===== src/rtl/draw_lever_anim_if.sv =====
// VGA pipeline bundle: timing counters, sync/blank strobes and 12-bit colour.
// Each overlay stage takes one bundle in and drives the next one out.
interface vga_if;
  logic [10:0] vcount;
  logic        vsync;
  logic        vblnk;
  logic [10:0] hcount;
  logic        hsync;
  logic        hblnk;
  logic [11:0] rgb;

  modport in  (input  vcount, vsync, vblnk, hcount, hsync, hblnk, rgb);
  modport out (output vcount, vsync, vblnk, hcount, hsync, hblnk, rgb);
endinterface


===== src/rtl/draw_lever_anim.sv =====
// Multi-position lever sprite: frame, slot, sliding handle and optional highlight ring.
// The handle glides one pixel per STEP_FRAMES frames between detents on move requests.
module draw_lever_anim #(
  parameter int          LEVER_X     = 100,
  parameter int          LEVER_Y     = 100,
  parameter int          WIDTH       = 100,
  parameter int          HEIGHT      = 50,
  parameter int          SLOT_INSET  = 5,
  parameter int          KNOB_W      = 10,
  parameter int          N_POS       = 3,
  parameter int          INIT_POS    = 1,
  parameter int          STEP_FRAMES = 1,
  parameter int          HL_RANGE    = 3,
  parameter logic [11:0] HL_COLOR    = 12'h060,
  parameter logic [11:0] KNOB_COLOR  = 12'hC20
) (
  input  logic                     clk,
  input  logic                     rst,
  vga_if.in                        vga_in,
  vga_if.out                       vga_out,
  input  logic                     highlight_en,
  input  logic                     move_req,
  input  logic                     move_up,
  output logic                     busy,
  output logic                     move_done,
  output logic [$clog2(N_POS)-1:0] lever_pos
);

  localparam int POS_W   = $clog2(N_POS);
  localparam int OFF_W   = $clog2(WIDTH);
  localparam int CNT_W   = $clog2(STEP_FRAMES + 1);
  localparam int STEP_PX = (WIDTH - 2*SLOT_INSET - KNOB_W) / (N_POS - 1);

  localparam logic [POS_W-1:0] LAST_POS = POS_W'(N_POS - 1);
  localparam logic [POS_W-1:0] ONE_POS  = POS_W'(1);
  localparam logic [OFF_W-1:0] ONE_OFF  = OFF_W'(1);
  localparam logic [OFF_W-1:0] INIT_OFF = OFF_W'(INIT_POS * STEP_PX);
  localparam logic [CNT_W-1:0] ONE_CNT  = CNT_W'(1);
  localparam logic [CNT_W-1:0] CNT_LAST = CNT_W'(STEP_FRAMES - 1);

  typedef enum logic [1:0] {IDLE, MOVING, DONE} state_t;

  state_t           state, state_nxt;
  logic [POS_W-1:0] target, target_nxt, pos_nxt;
  logic [OFF_W-1:0] knob_off, off_nxt, target_off;
  logic [CNT_W-1:0] frame_cnt, cnt_nxt;
  logic             frame_tick;
  logic             dir_legal;

  assign frame_tick = (vga_in.hcount == '0) && (vga_in.vcount == '0);
  assign target_off = OFF_W'(int'(target) * STEP_PX);
  assign dir_legal  = move_up ? (lever_pos != LAST_POS) : (lever_pos != '0);

  // NOTE: every variable gets a default before the case so no path can infer a latch.
  always_comb begin
    state_nxt  = state;
    target_nxt = target;
    pos_nxt    = lever_pos;
    off_nxt    = knob_off;
    cnt_nxt    = frame_cnt;
    busy       = 1'b0;
    move_done  = 1'b0;
    case (state)
      IDLE: begin
        if (move_req && dir_legal) begin
          target_nxt = move_up ? lever_pos + ONE_POS : lever_pos - ONE_POS;
          cnt_nxt    = '0;
          state_nxt  = MOVING;
        end
      end
      MOVING: begin
        busy = 1'b1;
        if (knob_off == target_off) begin
          pos_nxt   = target;
          state_nxt = DONE;
        end else if (frame_tick) begin
          if (frame_cnt == CNT_LAST) begin
            cnt_nxt = '0;
            off_nxt = (knob_off < target_off) ? knob_off + ONE_OFF : knob_off - ONE_OFF;
          end else begin
            cnt_nxt = frame_cnt + ONE_CNT;
          end
        end
      end
      DONE: begin
        move_done = 1'b1;
        state_nxt = IDLE;
      end
      default: state_nxt = IDLE;
    endcase
  end

  // NOTE: non-blocking assignments so every register samples the pre-edge values.
  always_ff @(posedge clk) begin
    if (rst) begin
      state     <= IDLE;
      target    <= POS_W'(INIT_POS);
      lever_pos <= POS_W'(INIT_POS);
      knob_off  <= INIT_OFF;
      frame_cnt <= '0;
    end else begin
      state     <= state_nxt;
      target    <= target_nxt;
      lever_pos <= pos_nxt;
      knob_off  <= off_nxt;
      frame_cnt <= cnt_nxt;
    end
  end

  // Pixel classification runs on the incoming coordinates; result lands with the registered timing.
  int   hx, vy, kx0;
  logic in_slot_y, in_knob, in_slot, in_frame, in_ring_box, in_ring;
  logic [11:0] rgb_nxt;

  assign hx  = int'(vga_in.hcount);
  assign vy  = int'(vga_in.vcount);
  assign kx0 = LEVER_X + SLOT_INSET + int'(knob_off);

  assign in_slot_y   = (vy >= LEVER_Y + SLOT_INSET) && (vy <= LEVER_Y + HEIGHT - 1 - SLOT_INSET);
  assign in_knob     = in_slot_y && (hx >= kx0) && (hx <= kx0 + KNOB_W - 1);
  assign in_slot     = in_slot_y && (hx >= LEVER_X + SLOT_INSET)
                                 && (hx <= LEVER_X + WIDTH - 1 - SLOT_INSET);
  assign in_frame    = (hx >= LEVER_X) && (hx <= LEVER_X + WIDTH - 1)
                    && (vy >= LEVER_Y) && (vy <= LEVER_Y + HEIGHT - 1);
  assign in_ring_box = (hx >= LEVER_X - HL_RANGE) && (hx <= LEVER_X + WIDTH - 1 + HL_RANGE)
                    && (vy >= LEVER_Y - HL_RANGE) && (vy <= LEVER_Y + HEIGHT - 1 + HL_RANGE);
  assign in_ring     = highlight_en && in_ring_box && !in_frame;

  always_comb begin
    rgb_nxt = vga_in.rgb;
    if (in_knob)       rgb_nxt = KNOB_COLOR;
    else if (in_slot)  rgb_nxt = 12'h333;
    else if (in_frame) rgb_nxt = 12'h777;
    else if (in_ring)  rgb_nxt = HL_COLOR;
  end

  always_ff @(posedge clk) begin
    if (rst) begin
      vga_out.vcount <= '0;
      vga_out.vsync  <= 1'b0;
      vga_out.vblnk  <= 1'b0;
      vga_out.hcount <= '0;
      vga_out.hsync  <= 1'b0;
      vga_out.hblnk  <= 1'b0;
      vga_out.rgb    <= '0;
    end else begin
      vga_out.vcount <= vga_in.vcount;
      vga_out.vsync  <= vga_in.vsync;
      vga_out.vblnk  <= vga_in.vblnk;
      vga_out.hcount <= vga_in.hcount;
      vga_out.hsync  <= vga_in.hsync;
      vga_out.hblnk  <= vga_in.hblnk;
      vga_out.rgb    <= rgb_nxt;
    end
  end

endmodule


===== src/flat_wrapper.sv =====
// flat-port wrapper written by rule: the top's interface ports become plain ports
module draw_lever_anim_flat 
#(
  parameter int          LEVER_X     = 100,
  parameter int          LEVER_Y     = 100,
  parameter int          WIDTH       = 100,
  parameter int          HEIGHT      = 50,
  parameter int          SLOT_INSET  = 5,
  parameter int          KNOB_W      = 10,
  parameter int          N_POS       = 3,
  parameter int          INIT_POS    = 1,
  parameter int          STEP_FRAMES = 1,
  parameter int          HL_RANGE    = 3,
  parameter logic [11:0] HL_COLOR    = 12'h060,
  parameter logic [11:0] KNOB_COLOR  = 12'hC20
)
  (clk, rst, highlight_en, move_req, move_up, busy, move_done, lever_pos, vga_in_vcount, vga_in_vsync, vga_in_vblnk, vga_in_hcount, vga_in_hsync, vga_in_hblnk, vga_in_rgb, vga_out_vcount, vga_out_vsync, vga_out_vblnk, vga_out_hcount, vga_out_hsync, vga_out_hblnk, vga_out_rgb);
  vga_if vga_in_i ();
  vga_if vga_out_i ();
  input  logic clk;
  input  logic rst;
  input  logic highlight_en;
  input  logic move_req;
  input  logic move_up;
  output logic busy;
  output logic move_done;
  output logic [$clog2(N_POS)-1:0] lever_pos;
  input wire logic [$bits(vga_in_i.vcount)-1:0] vga_in_vcount;
  input wire logic [$bits(vga_in_i.vsync)-1:0] vga_in_vsync;
  input wire logic [$bits(vga_in_i.vblnk)-1:0] vga_in_vblnk;
  input wire logic [$bits(vga_in_i.hcount)-1:0] vga_in_hcount;
  input wire logic [$bits(vga_in_i.hsync)-1:0] vga_in_hsync;
  input wire logic [$bits(vga_in_i.hblnk)-1:0] vga_in_hblnk;
  input wire logic [$bits(vga_in_i.rgb)-1:0] vga_in_rgb;
  output wire logic [$bits(vga_out_i.vcount)-1:0] vga_out_vcount;
  output wire logic [$bits(vga_out_i.vsync)-1:0] vga_out_vsync;
  output wire logic [$bits(vga_out_i.vblnk)-1:0] vga_out_vblnk;
  output wire logic [$bits(vga_out_i.hcount)-1:0] vga_out_hcount;
  output wire logic [$bits(vga_out_i.hsync)-1:0] vga_out_hsync;
  output wire logic [$bits(vga_out_i.hblnk)-1:0] vga_out_hblnk;
  output wire logic [$bits(vga_out_i.rgb)-1:0] vga_out_rgb;
  assign vga_in_i.vcount = vga_in_vcount;
  assign vga_in_i.vsync = vga_in_vsync;
  assign vga_in_i.vblnk = vga_in_vblnk;
  assign vga_in_i.hcount = vga_in_hcount;
  assign vga_in_i.hsync = vga_in_hsync;
  assign vga_in_i.hblnk = vga_in_hblnk;
  assign vga_in_i.rgb = vga_in_rgb;
  assign vga_out_vcount = vga_out_i.vcount;
  assign vga_out_vsync = vga_out_i.vsync;
  assign vga_out_vblnk = vga_out_i.vblnk;
  assign vga_out_hcount = vga_out_i.hcount;
  assign vga_out_hsync = vga_out_i.hsync;
  assign vga_out_hblnk = vga_out_i.hblnk;
  assign vga_out_rgb = vga_out_i.rgb;
  draw_lever_anim #(.LEVER_X(LEVER_X), .LEVER_Y(LEVER_Y), .WIDTH(WIDTH), .HEIGHT(HEIGHT), .SLOT_INSET(SLOT_INSET), .KNOB_W(KNOB_W), .N_POS(N_POS), .INIT_POS(INIT_POS), .STEP_FRAMES(STEP_FRAMES), .HL_RANGE(HL_RANGE), .HL_COLOR(HL_COLOR), .KNOB_COLOR(KNOB_COLOR)) u_core (.clk(clk), .rst(rst), .vga_in(vga_in_i), .vga_out(vga_out_i), .highlight_en(highlight_en), .move_req(move_req), .move_up(move_up), .busy(busy), .move_done(move_done), .lever_pos(lever_pos));
endmodule

===== config.mk =====
export PLATFORM = sky130hd
export DESIGN_NAME = draw_lever_anim_flat
export DESIGN_NICKNAME = d
export VERILOG_FILES = /design/src/rtl/draw_lever_anim_if.sv /design/src/rtl/draw_lever_anim.sv /design/src/flat_wrapper.sv
export SDC_FILE = /design/constraint.sdc
export NUM_CORES = 1
export LEC_CHECK = 0
export BUFFER_PORTS_ARGS = -buffer_cell sky130_fd_sc_hd__buf_4
export CORE_ASPECT_RATIO = 0.5
export CORE_UTILIZATION = 45
export CTS_CLUSTER_SIZE = 10
export DETAILED_ROUTE_END_ITERATION = 7
export HOLD_SLACK_MARGIN = 0.05
export PLACE_DENSITY = 0.76
export REMOVE_ABC_BUFFERS = 1
export SYNTH_ARGS = -nofsm -noshare
export SYNTH_HDL_FRONTEND = slang
export SYNTH_SLANG_ARGS = --single-unit

===== constraint.sdc =====
create_clock -name clk -period 9.9 [get_ports clk]
set_input_delay 0.99 -clock clk [delete_from_list [all_inputs] [get_ports clk]]
set_output_delay 0.99 -clock clk [all_outputs]
set_load 0.01 [all_outputs]

# --- Word-level counts from Yosys, hierarchy flattened ---
# Cells that the tools add are included.
totals:
  regBits: 52
  out_inout_bits: 42
  elab_cells: 95
classes:
  n_addsub: 8
  n_mul: 1
  order_cmp: 15
  n_eq_ne: 8
  muxes: 17
  bitwise_logic: 2
  reduce_logical: 29
ops:
  columns: ["operator", "n"]
  rows:
  - ["greater-or-equal comparator 11 x 7 -> 1 bit (second input constant)", 6]
  - ["<= comparator 11 x 8 -> 1 bit (second input constant)", 6]
  - ["2-to-1 mux 12 bit", 4]
  - ["adder 32 x 5 -> 32 bit (second input constant)", 1]
  - ["greater-or-equal comparator 12 x 32 -> 1 bit", 1]
  - ["<= comparator 12 x 32 -> 1 bit", 1]
  - ["subtractor 32 x 2 -> 32 bit (second input constant)", 1]
  - ["zero test 11 bit", 2]
  - ["logical AND 1 bit", 15]
  - ["adder 7 x 7 -> 8 bit (first input constant)", 1]
  - ["AND reduction 4 bit", 2]
  - ["adder 7 x 1 -> 7 bit (second input constant)", 1]
  - ["== test 7 bit", 1]
  - ["less-than comparator 7 bit", 1]
  - ["2-to-1 mux 1 bit", 7]
  - ["2-to-1 mux 7 bit", 1]
  - ["subtractor 7 x 1 -> 7 bit (second input constant)", 1]
  - ["2-to-1 mux 2 bit", 3]
  - ["!= test 2 x 1 -> 1 bit (second input constant)", 3]
  - ["AND reduction 2 bit", 3]
  - ["OR reduction 5 bit", 1]
  - ["multiplier 2 x 3 -> 4 bit (second input constant)", 1]
  - ["!= test 2 bit (second input constant)", 2]
  - ["one-hot mux 2 bit (2 select lines)", 1]
  - ["12 further kinds", 14]

# --- Logic depth before layout (Yosys ltp) ---
depth:
  word_depth: 10
  depth_mapped: 14
  depth_no_buf: 13

# --- Worst setup path after synthesis ---
# Ideal clock, no wire load.
synth_path:
  kind: "reg-to-reg"
  start: "reg u_core.knob_off[0]"
  end: "reg u_core.vga_out.rgb[2]"
  arrival_ps: 3098
  required_time_ps: 9766
  path_slack_ps: 6667
  path_stages_with_launch: 14
  synth_period_minus_slack_ps: 3233
  path_cell_list: "dfxtp_1 -> ha_1 -> xor2_1 -> nand3_1 -> a21oi_1 -> xnor2_1 -> ha_1 -> a21o_1 -> a21o_1 -> a221o_1 -> a221oi_1 -> or2_2 -> buf_2 -> a211oi_1"
synth_between:
  elab_chain_len: 6
  elab_cells_between_ends: 8
  classes_between: "add/sub (3); order compare (2); reduce/logical (3)"
synth_lines:
  columns: ["element", "line", "rtl"]
  rows:
  - ["start: declaration", "draw_lever_anim.sv:45", "logic [OFF_W-1:0] knob_off, off_nxt, target_off;"]
  - ["start signal: assignment", "draw_lever_anim.sv:105", "knob_off <= off_nxt;"]
  - ["adder 7 x 7 -> 8 bit (*)", "draw_lever_anim.sv:117", "assign kx0 = LEVER_X + SLOT_INSET + int'(knob_off);"]
  - ["adder 32 x 5 -> 32 bit", "draw_lever_anim.sv:120", "assign in_knob = in_slot_y && (hx >= kx0) && (hx <= kx0 + KNOB_W - 1);"]
  - ["subtractor 32 x 2 -> 32 bit", "draw_lever_anim.sv:120", null]
  - ["<= comparator 12 x 32 -> 1 bit", "draw_lever_anim.sv:120", null]
  - ["logical AND 1 bit (*)", "draw_lever_anim.sv:120", null]
  - ["OR reduction 3 bit (no line) (*)", null, null]
  - ["end signal: assignment", "draw_lever_anim.sv:153", "vga_out.rgb <= rgb_nxt;"]
  - ["end: declaration", "draw_lever_anim_if.sv:13", "modport out (output vcount, vsync, vblnk, hcount, hsync, hblnk, rgb);"]
# Every way passes the cells marked *; elsewhere a longest branch is shown, timed or not.
# A chain may end at the register's enable or synchronous reset.

# --- Worst setup path after layout ---
# Ends and elaborated chain as after synthesis.

==> impl_results.md <==
- Status: finished, final reports clean
- First-pass GRT wire length: 10.8 mm
- Via density per instance: 5.27
- CTS Buf Count: 5
- Non-Filler Instances: 473
- Layout area overhead: 31.5%
- Initial antenna violation count: 0
- Largest net degree at the start of global routing: 41
- Postcts setup bufs: 0
- Setup Total Neg Slack: 0 ps
- Dpl hpwl: 5.21 mm
- Number of global-route vias before repair: 2,351
- Post-Syn Instances: 306
- Netlist cell types: 56
- Arr. time, crit path: 3760 ps
- Top cells by area, synth: dfxtp_1 (37%), ha_1 (13%), nor2b_1 (6.7%)
- Worst hold path startpoint: u_core.target[1]
- H-tree depth: 2
- Final nets: 461
- Post-synth EDFFs: 0
- DRC: 0
- Die X: 113 microns
- CP Launch Type: register
- Post-synth top flop: dfxtp_1
- Critical Path End Type: register
- First drt pass iteration count: 4
- Wire length per cell: 14.0 microns
- CP Data Required Time: 10,060 ps
- Reg clk slew, reported paths: 60 ps
- Layout cell share with drive strength beyond 1: 26.0%
- N_diodes: 0
- R2R Path Start: u_core.knob_off[0]
- GRT Max-Usage Layer: met2
- Mean Syn Cell Area: 9.12 sq um
- Synth Register Bits: 51
- Worst Reg-to-Reg Cells: 13
- GR Util met1: 25.3%
- Slew HR: 54.9%
- Worst r2r dst: u_core.vga_out.rgb[2]
- Die Y: 57.7 microns
- DRT Wirelength: 6.63 mm
- Worst Hold Class: reg2reg
- Core Footprint: 0.00573 sq mm
- Fin crit share: 36.4%
- Area occupied by multi-input gates: 0.00167 sq mm
- PortBufs: 84
- Setup violations, final: 0
- Sequential area share after synthesis: 36.6%
- Most frequent cells in the layout: buf_4 (84), dfxtp_1 (51), nor2b_1 (30)
- Storage element area: 0.00102 sq mm
- CTS tree: yes
- Initial Utilization: 48.7%
- # rows: 19
- CTS sink count: 51
- Fmax: 278 MHz
- Critical path peak fanout: 8
- Setup WS post-layout: 6300 ps
- Max-Cap Viols: 0
- Initial DRC Count: 100
- Clk buf depth: 2
- RSZ-0062 raised after global routing: false
- Worst Max-Slew Pin Slew: 667 ps
- Post-synth top area share: 36.6%
- RD Place Congestion: 0.901
- Final clock skew: 5.10 ps
- Count of final hold-check violations: 0
- Mapped Area: 0.00279 sq mm
- Placed Cells: 465
- Global route overflow: 0
- Hold depth: 2
- Insertion delay to the later sink of the worst-skew pair: 290 ps
- WHS: 481 ps
- # resized after CTS: 0
- Pwr Density: 139 mW/mm^2
- DP Worst Slack: 6380 ps
- Yosys top cell by area: dfxtp_1
- CTS root buffer: clkbuf_16
- Leakage: 1.68 nW
- M2 GR Usage: 37.8%
- Fin crit period: 3600 ps
- Layout fillers: 481
- GRT Total Usage: 20.9%
- Setup CP Type: reg2reg
- Hold-fix buffers, CTS: 0
- R2r setup slk: 6300 ps
- Total Die Area: 0.00654 sq mm
- Async set or reset register ratio after synthesis: 0%
- YS warnings: 0
- Pins Over Slew Limit: 0
- Worst Hold Path EP: u_core.target[1]
- Met3 Track Usage GR: 4.81%
- Via Count: 2,491
- Most common cell after layout, fill and taps aside: buf_4
- Top Ports: 85
- Final antenna-violating net count: 0
- VDD IR max: 0.114 mV
[synth_stat cells, types with 2 or more instances]
cell      count
mux2i_1       4
o211ai_1      3
and2_1        3
nand4b_1      2
nand2_1      20
a211oi_1      2
a21oi_1      19
or2_2         2
xor2_1        5
a21o_1        8
nor2b_1      30
o21ai_0       6
dfxtp_1      51
or3_1         5
a31oi_1       3
nand2b_1      2
a2111o_1      2
inv_1        18
clkbuf_1      7
ha_1         29
nand3_1       7
o21a_1        6
nand4_1       4
xnor2_1      11
nor4_1        4
o311ai_0      2
nor2_1       14
nor3_1        9
[how the worst max path moves through the flow]
stage                             from                     to  slack (ps)  cells past startpoint
CTS                 u_core.knob_off[0]  u_core.vga_out.rgb[2]        6340                     13
global placement    u_core.knob_off[0]  u_core.vga_out.rgb[2]        6550                     13
global route        u_core.knob_off[0]  u_core.vga_out.rgb[2]        6030                     13
floorplan           u_core.knob_off[0]  u_core.vga_out.rgb[2]        6740                     12
finish              u_core.knob_off[0]  u_core.vga_out.rgb[2]        6300                     13
detailed placement  u_core.knob_off[0]  u_core.vga_out.rgb[9]        6380                     13
[power breakdown]
part,internal [W],switching [W]
Sequential,0.000215,0.00000398
Clock,0.000127,0.0000741
Combinational,0.0000455,0.0000442
[cell type report]
type                       count  share of cell area, %
tap                           84                   2.86
clock buffer                   6                   3.78
clock inverter                 2                   1.06
inverter                      18                   1.84
multi-input combinational    228                   45.4
sequential                    51                   27.8
timing repair buffer          84                   17.2
[registers in the layout, summed over array words and instances, names as in the netlist]
register and count:
u_core.vga_out.rgb 12, u_core.vga_out.hcount 11, u_core.vga_out.vcount 11, u_core.knob_off 7
u_core.lever_pos 2, u_core.state 2, u_core.target 2, u_core.vga_out.hblnk 1
u_core.vga_out.hsync 1, u_core.vga_out.vblnk 1, u_core.vga_out.vsync 1
[cells by family (layout without fill, tap and decap cells)]
kind of cell / Yosys count / after routing / synth area share (%)
buffers and inverters: 27 / 110 / 3.68
and+or+nand+nor: 109 / 109 / 21.8
adders and majority gates: 30 / 30 / 13.7
xor gates and xnor gates: 16 / 16 / 5.02
AOI/OAI and AO/OA: 67 / 67 / 16.9
muxes: 6 / 6 / 2.38
DFF: 51 / 51 / 36.6
[routing by layer]
layer | share of wire [%] | vias to the layer above
li1 | - | 1255
met1 | 45 | 1144
met2 | 48 | 80
met3 | 4.8 | 12
met4 | 1.7 | 0
met5 | 0 | -
[per-stage QoR]
step / utilization [%] / area, sq um / total power, W
5_1_grt: 64.1 / 3670 / 0.000534
3_5_place_dp: 61.0 / 3490 / 0.000313
3_3_place_gp: 61.0 / 3490 / 0.000310
2_1_floorplan: - / 2760 / 0.000269
6_report: 64.1 / 3670 / 0.000510
4_1_cts: 64.1 / 3670 / 0.000513
[critical path, cell delays in order, from the launching register on]
cell,delay [ps]
dfxtp_1,520
ha_1,250
xor2_1,300
nand3_1,160
a21oi_1,290
nand2_1,100
o21a_1,190
ha_1,170
nor4_1,280
o21ai_0,130
a221o_1,280
a221oi_1,450
or2_2,290
a211oi_1,60
No activity file was read; power rests on OpenSTA's default activity.
